File: config.mk
export PLATFORM = sky130hd
export DESIGN_NAME = ps_pcstk
export DESIGN_NICKNAME = d
export VERILOG_FILES = /design/src/rtl/ps_pcstk.sv
export SDC_FILE = /design/constraint.sdc
export NUM_CORES = 1
export LEC_CHECK = 0
export ABC_AREA = 1
export CORE_MARGIN = 2
export CORE_UTILIZATION = 45
export CTS_BUF_LIST = sky130_fd_sc_hd__clkbuf_16
export DETAILED_ROUTE_END_ITERATION = 10
export PLACE_DENSITY_LB_ADDON = 0.2
export SLEW_MARGIN = 20
export SYNTH_ARGS = -nofsm -noshare
export SYNTH_HDL_FRONTEND = slang
export SYNTH_SLANG_ARGS = --single-unit
export TNS_END_PERCENT = 30
File: constraint.sdc
create_clock -name clk -period 3.9 [get_ports clk]
set_input_delay 0.78 -clock clk [delete_from_list [all_inputs] [get_ports clk]]
set_output_delay 0.78 -clock clk [all_outputs]
set_load 0.05 [all_outputs]
File: src/rtl/ps_pcstk.sv
// PC stack register file for the program sequencer: CALL/RTS and ureg push/pop, combinational top-of-stack read.
// Optional sticky underflow flag ps_pcstk_unf is enabled by defining PCSTK_UNF_EN.
module ps_pcstk #(
  parameter int         DEPTH     = 30,
  parameter int         AW        = 16,
  parameter logic [4:0] PCSTK_ADD = 5'b00100
) (
  input  logic          clk,
  input  logic          rst_n,
  input  logic          ps_wrt_en,
  input  logic [4:0]    ps_wrt_add,
  input  logic [AW-1:0] ps_wrt_dat,
  input  logic [4:0]    ps_rd_add,
  input  logic          ps_popstck,
  input  logic          ps_call_push,
  input  logic [AW-1:0] ps_call_pc,
  input  logic          ps_rts_pop,
  input  logic          ps_stky_clr,
  output logic [AW-1:0] ps_pcstk_rd_dat,
  output logic [AW-1:0] ps_pcstk_top,
  output logic [4:0]    ps_pcstkp,
  output logic          ps_pcstk_empty,
  output logic          ps_pcstk_full,
  output logic          ps_pcstk_ovf
`ifdef PCSTK_UNF_EN
  ,
  output logic          ps_pcstk_unf
`endif
);

  logic [AW-1:0] stk_r [DEPTH];
  logic [4:0]    ptr_r;
  logic          ovf_r;

  logic          push_s;
  logic          pop_s;
  logic [AW-1:0] push_dat_s;
  logic          empty_s;
  logic          full_s;
  logic [4:0]    top_idx_s;
  logic          wr_en_s;
  logic [4:0]    wr_idx_s;
  logic [4:0]    ptr_nxt_s;
  logic          ovf_set_s;
  logic          unf_set_s;

  // Request decode; CALL data takes priority over a coincident ureg push.
  always_comb begin
    push_s     = ps_call_push | (ps_wrt_en & (ps_wrt_add == PCSTK_ADD));
    pop_s      = ps_popstck | ps_rts_pop;
    push_dat_s = ps_call_push ? ps_call_pc : ps_wrt_dat;
    empty_s    = (ptr_r == 5'd0);
    full_s     = (ptr_r == 5'(DEPTH));
    top_idx_s  = ptr_r - 5'd1;
  end

  // Next-state: write enable/index, pointer update and flag set conditions.
  always_comb begin
    wr_en_s   = 1'b0;
    wr_idx_s  = ptr_r;
    ptr_nxt_s = ptr_r;
    ovf_set_s = 1'b0;
    unf_set_s = 1'b0;
    case ({push_s, pop_s})
      2'b10: begin
        if (!full_s) begin
          wr_en_s   = 1'b1;
          ptr_nxt_s = ptr_r + 5'd1;
        end else begin
          ovf_set_s = 1'b1;
        end
      end
      2'b01: begin
        if (!empty_s) begin
          ptr_nxt_s = ptr_r - 5'd1;
        end else begin
          unf_set_s = 1'b1;
        end
      end
      2'b11: begin
        // Simultaneous push/pop replaces the top in place, even when full.
        wr_en_s = 1'b1;
        if (empty_s) begin
          ptr_nxt_s = ptr_r + 5'd1;
        end else begin
          wr_idx_s = top_idx_s;
        end
      end
      default: begin
        wr_en_s = 1'b0;
      end
    endcase
  end

  // Stack entry storage.
  always_ff @(posedge clk or negedge rst_n) begin
    if (!rst_n) begin
      for (int i = 0; i < DEPTH; i++) begin
        stk_r[i] <= {AW{1'b0}};
      end
    end else if (wr_en_s) begin
      stk_r[wr_idx_s] <= push_dat_s;
    end
  end

  // Stack pointer and sticky overflow (set wins over clear).
  always_ff @(posedge clk or negedge rst_n) begin
    if (!rst_n) begin
      ptr_r <= 5'd0;
      ovf_r <= 1'b0;
    end else begin
      ptr_r <= ptr_nxt_s;
      if (ovf_set_s) begin
        ovf_r <= 1'b1;
      end else if (ps_stky_clr) begin
        ovf_r <= 1'b0;
      end
    end
  end

`ifdef PCSTK_UNF_EN
  logic unf_r;

  // Sticky underflow flag (set wins over clear).
  always_ff @(posedge clk or negedge rst_n) begin
    if (!rst_n) begin
      unf_r <= 1'b0;
    end else if (unf_set_s) begin
      unf_r <= 1'b1;
    end else if (ps_stky_clr) begin
      unf_r <= 1'b0;
    end
  end

  assign ps_pcstk_unf = unf_r;
`else
  logic unf_unused_s;
  assign unf_unused_s = unf_set_s;
`endif

  // Combinational read path; a read paired with a pop sees the pre-pop top.
  always_comb begin
    if (empty_s) begin
      ps_pcstk_top = {AW{1'b0}};
    end else begin
      ps_pcstk_top = stk_r[top_idx_s];
    end
    if (ps_rd_add == PCSTK_ADD) begin
      ps_pcstk_rd_dat = ps_pcstk_top;
    end else begin
      ps_pcstk_rd_dat = {AW{1'b0}};
    end
  end

  assign ps_pcstkp      = ptr_r;
  assign ps_pcstk_empty = empty_s;
  assign ps_pcstk_full  = full_s;
  assign ps_pcstk_ovf   = ovf_r;

endmodule

=== Word level (Yosys, flattened, before mapping) ===
Cells that the tools add are included.

* Eq/ne operators: 8
* Add/subtract/negate cells: 2
* Reduce and logical (&&, ||, !) cells: 5
* Bitwise gates (word level): 5
* Mux-type cells: 20
* Multiply operators: 0
* Shift operators: 0
* Div/mod/pow operators: 0
* Order comparisons: 3

{| class="wikitable"
|+ Operators with widths
! cell !! number
|-
| $bwmux 480 || 1
|-
| $mux 16 || 6
|-
| $bmux 16 s5 || 1
|-
| $demux 16 s5 || 1
|-
| $mux 5 || 4
|-
| $pmux 5 s3 || 1
|-
| $ge 6x6->1 const B || 2
|-
| $not 5->6 || 2
|-
| $eq 5x3->1 const B || 2
|-
| $lt 6x1->1 const B || 1
|-
| $add 5x1->5 const B || 1
|-
| $eq 5x5->1 const B || 1
|-
| $logic_not 5->1 || 1
|-
| $mux 1 || 5
|-
| $sub 5x1->5 const B || 1
|-
| $eq 2x2->1 const B || 2
|-
| $ne 2x2->1 const B || 2
|-
| $reduce_and 3->1 || 1
|-
| $reduce_bool 3->1 || 1
|-
| $eq 2x1->1 const B || 1
|-
| $or 1x1->1 || 2
|-
| $pmux 1 s2 || 1
|-
| $reduce_bool 2->1 || 1
|-
| $and 1x1->1 || 1
|-
| $logic_and 1x1->1 || 1
|}

* Memories kept: 0
* Bits in writable memories: 0
* Output and inout port bits: 40
* Bits in registers: 486
* Logic and storage cells: 75
* ROM bits: 0
* Input port bits: 49
* Bits in latches: 0

=== Logic depth before layout (Yosys ltp) ===
* Depth after elaboration: 11
* Depth in mapped cells: 20
* Gate-level depth less buffers: 14

=== Worst setup path before layout ===
Ideal clock, no wire load.

* Path type: reg-to-output
* From: register ptr_r[0], in the netlist ps_pcstkp[0]
* To: output ps_pcstk_rd_dat[4]
* Buffers on the path: 7
* Data required time: 3.120 ns
* Data arrival time: 3.760 ns
* Path slack: -0.640 ns
* Stages on the path, launching flop included: 19
* Cells stage by stage: dfrtp_1 -> buf_2 -> inv_2 -> buf_4 -> clkbuf_1 -> buf_2 -> ha_1 -> clkbuf_1 -> inv_1 -> clkbuf_1 -> clkbuf_1 -> nand2_1 -> nand2_1 -> nand2_1 -> o21ai_0 -> nand2_1 -> nand2_1 -> nand2_1 -> a21oi_1

* Longest elaborated chain between the ends: 7
* Elaborated cells between the ends (all ways): 8
* Classes of those cells: add/sub: 1; mux: 5; bitwise: 1; reduce/logical: 1

{| class="wikitable"
|+ Ends and longest elaborated chain
! item !! RTL line !! source
|-
| start: declaration || 32 || <nowiki>logic [4:0] ptr_r;</nowiki>
|-
| start signal: assignment || 112 || <nowiki>ptr_r <= ptr_nxt_s;</nowiki>
|-
| $sub 5x1->5 || 54 || <nowiki>top_idx_s = ptr_r - 5'd1;</nowiki>
|-
| $not 5->6 (implied by the code) || 146 || <nowiki>ps_pcstk_top = stk_r[top_idx_s];</nowiki>
|-
| $bmux 16 s5 || 146 ||
|-
| $mux 16 (implied by the code) (2 in series) || 146 ||
|-
| $mux 16 * || 143 || <nowiki>if (empty_s) begin</nowiki>
|-
| $mux 16 * || 148 || <nowiki>if (ps_rd_add == PCSTK_ADD) begin</nowiki>
|-
| end: declaration || 19 || <nowiki>output logic [AW-1:0] ps_pcstk_rd_dat,</nowiki>
|}

Mark *: on every way between the ends. The rest lies on a longest branch, timed or not. The select of a mux whose other input is x is not followed.

=== Worst setup path after layout ===
* From: register ptr_r[0], in the netlist ps_pcstkp[0]
* To: output ps_pcstk_rd_dat[3]

Same word-level chain as after synthesis.

==> results.txt <==
Status = finished, final reports clean
Register area share after synthesis = 48.8%
DRT antenna net count = 0
Layout cell share with drive strength beyond 1 = 9.16%
Vias per cell = 5.69
Die H = 239 um
Cell mode on critical path = nand2_1
Final Non-Filler Cells = 4221
CTS H-tree lvls = 2
Internal Power = 15.9 mW
Peak supply drop = 0.988 mV
Top post-synthesis cells by area = dfrtp_1 (49%), nand2_1 (25%), nand3_1 (17%)
Die Span X = 239 um
Vias in the first global route = 22.5k
Final #Nets = 3485
Fin area = 29000 um^2
Lkg Pwr = 15.0 nW
Most frequent cells in the layout = nand2_1 (1676), nand3_1 (819), dfrtp_1 (484), buf_4 (87), clkbuf_16 (58)
Yosys cell types = 26
Syn-to-layout area delta = 16.2%
CP arrival = 3.05 ns
Leading area contributor after synthesis = dfrtp_1
CP startpoint kind = register
Pwr/cell area = 1090 nW/um^2
Yosys warns = 0
Setup Skew = 0.0213 ns
Worst path required time = 3.12 ns
Final core utilization = 52.7%
Syn Area/Cell = 7.22 um^2
Largest net degree at the start of global routing = 145
Final HPWL DP = 51100 um
Fin. Hold Viols = 0
Post-synthesis register bit count = 486
First DRT Iteration DRCs = 3067
Cells after synthesis = 3456
CTS Buf Count = 53
Hold slack = 0.238 ns
DR WL/cell = 20.8 um
Initial core utilization = 45.4%
Share of the synthesized area in the top cell type = 48.8%
Seq pwr share = 26.2%
Grt ovf = 0
First-pass GRT wire length = 135000 um
Fillers = 5238
Clock network fraction of total power = 16.2%
Worst-path clk slew = 0.06 ns
CP Capture Type = output port
Clock Latency Late Sink = 0.63 ns
Commonest non-fill, non-tap cell in the layout = nand2_1
Die area = 57300 um^2
Crit share post-route = 98.1%
Max Cap Violations = 0
CTS Sinks = 486
CTS tree = done
Pre-antenna DRT Iters = 6
Min Clock Period, post-route = 3.83 ns
CP max FO = 19
Setup-failing EPs final = 0
Worst path max stage delay = 0.49 ns
Remaining DRCs = 0
IO Port Bufs = 88
Placed cell area = 26900 um^2
Psw = 15.7 mW
Ant diodes = 0
Global placer's final weighted congestion = 0.893
Final slew viol count = 0
Critical path, cell by cell = clkinv_8 > ha_4 > buf_12 > buf_16 > a21oi_1 > nand2_1 > nand3_1 > nand3_1 > nand2_1 > nand2_1 > nand2_1 > nor2_2 > buf_12
CTS max path bufs = 3
Min-delay worst type = in2async
Final WL = 87800 um
Dpl cells = 4111
Total track usage = 30.4%
Row count = 86
Syn Nets = 3509
Combinational share of power = 57.6%
RSZ-0062 raised after global routing = true
Top Ports = 89
Fmax = 0.261 GHz
Syn Std Cell Area = 24900 um^2
Sw frac = 49.6%
Via count = 24.0k
CP max stage cell = dfrtp_4
Critical path class = reg2out
Worst Tran Pin Value = 1.04 ns
Slew margin rel. = 30.3%
CTS Root Buffer Type = clkbuf_16
Initial antenna violation count = 0
Cts hold-fix bufs = 0
Core box area = 55000 um^2
-- per-stage QoR --
stage / setup TNS (ns) / power, mW / setup WS (ns)
after global routing: -0.0106 / 33.4 / -0.00839
after global placement: 0 / 25.1 / 0.263
after detailed placement: 0 / 25.3 / 0.200
after floorplan: -0.890 / 18.6 / -0.0853
after CTS: 0 / 30.8 / 0.00173
final: 0 / 31.6 / 0.0739
-- power groups by stage --
stage               clock (mW)  combinational (mW)  sequential [mW]
CTS                       5.17                17.4             8.22
global placement             0                16.9             8.22
floorplan                    0                10.5             8.06
global route              5.38                19.6             8.50
detailed placement           0                17.1             8.28
finish                    5.12                18.2             8.28
-- state kept, by name, indices dropped and copies added, names as in the netlist --
register      count
ps_pcstkp         5
ps_pcstk_ovf      1
stk_r           480
-- Yosys cell counts, drive strengths merged --
cell / instances
inv: 33
o211ai: 1
nand3: 824
clkbuf: 119
nor2: 51
nand4: 3
o21ai: 15
nand3b: 2
ha: 4
a21oi: 34
buf: 165
nand2: 1713
dfrtp: 486
nor3: 1
xor2: 5
-- layout make-up --
class	count	area [um^2]	area share [%]
tap	748	936	3.23
inverter	33	148	0.510
clock buffer	54	1350	4.66
sequential	486	12200	42.0
timing repair buffer	205	2490	8.61
clock inverter	42	385	1.33
multi-input combinational	2653	11500	39.7
-- timing repair --
item                       in CTS  in global routing
pin swaps                       1                  3
setup endpoints to repair      32                 32
gates resized for setup        12                 25
setup buffers                   1                  8
cloned                          1                  4
-- critical path: cells and delay by family (launching register included) --
kind                     cells  cell delay (ns)
AND/OR/NAND/NOR              7             0.94
buffers and inverters        4             0.57
flip-flops                   1             0.49
adder cells (fa/ha/maj)      1             0.34
AO/OA/AOI/OAI                1             0.06
-- worst paths after layout --
| check | start | endpoint | slack, ns | cells after the start |
|---|---|---|---|---|
| max | ps_pcstkp[0] | ps_pcstk_rd_dat[3] | 0.07 | 13 |
| min | rst_n | stk_r[284] | 0.24 | 1 |
| min in group clk | stk_r[155] | stk_r[155] | 0.47 | 2 |
| min reg2reg | stk_r[155] | stk_r[155] | 0.47 | 2 |
| max reg2reg | ps_pcstkp[0] | stk_r[466] | 0.43 | 13 |
| max in group asynchronous | rst_n | stk_r[134] | 2.62 | 2 |
-- layer usage --
layer / global-route usage [%] / wire length [um] / vias to the layer above
met1: 42.3 / 36000 / 11600
met4: 12.1 / 3370 / 0
met2: 47.7 / 40600 / 1198
met3: 4.54 / 7750 / 197
li1: - / - / 11000
met5: 0 / 0 / -
-- cell families (layout without fill, tap and decap cells) --
| kind of cell | after synthesis | in the layout | share of synthesized area, % |
|---|---|---|---|
| compound gates | 50 | 50 | 1.03 |
| flops | 486 | 486 | 48.8 |
| fa+ha+maj | 4 | 4 | 0.201 |
| buf+inv | 317 | 334 | 5.88 |
| simple gates | 2594 | 2594 | 43.9 |
| xor+xnor | 5 | 5 | 0.206 |
(Power assumes the default switching activity.)
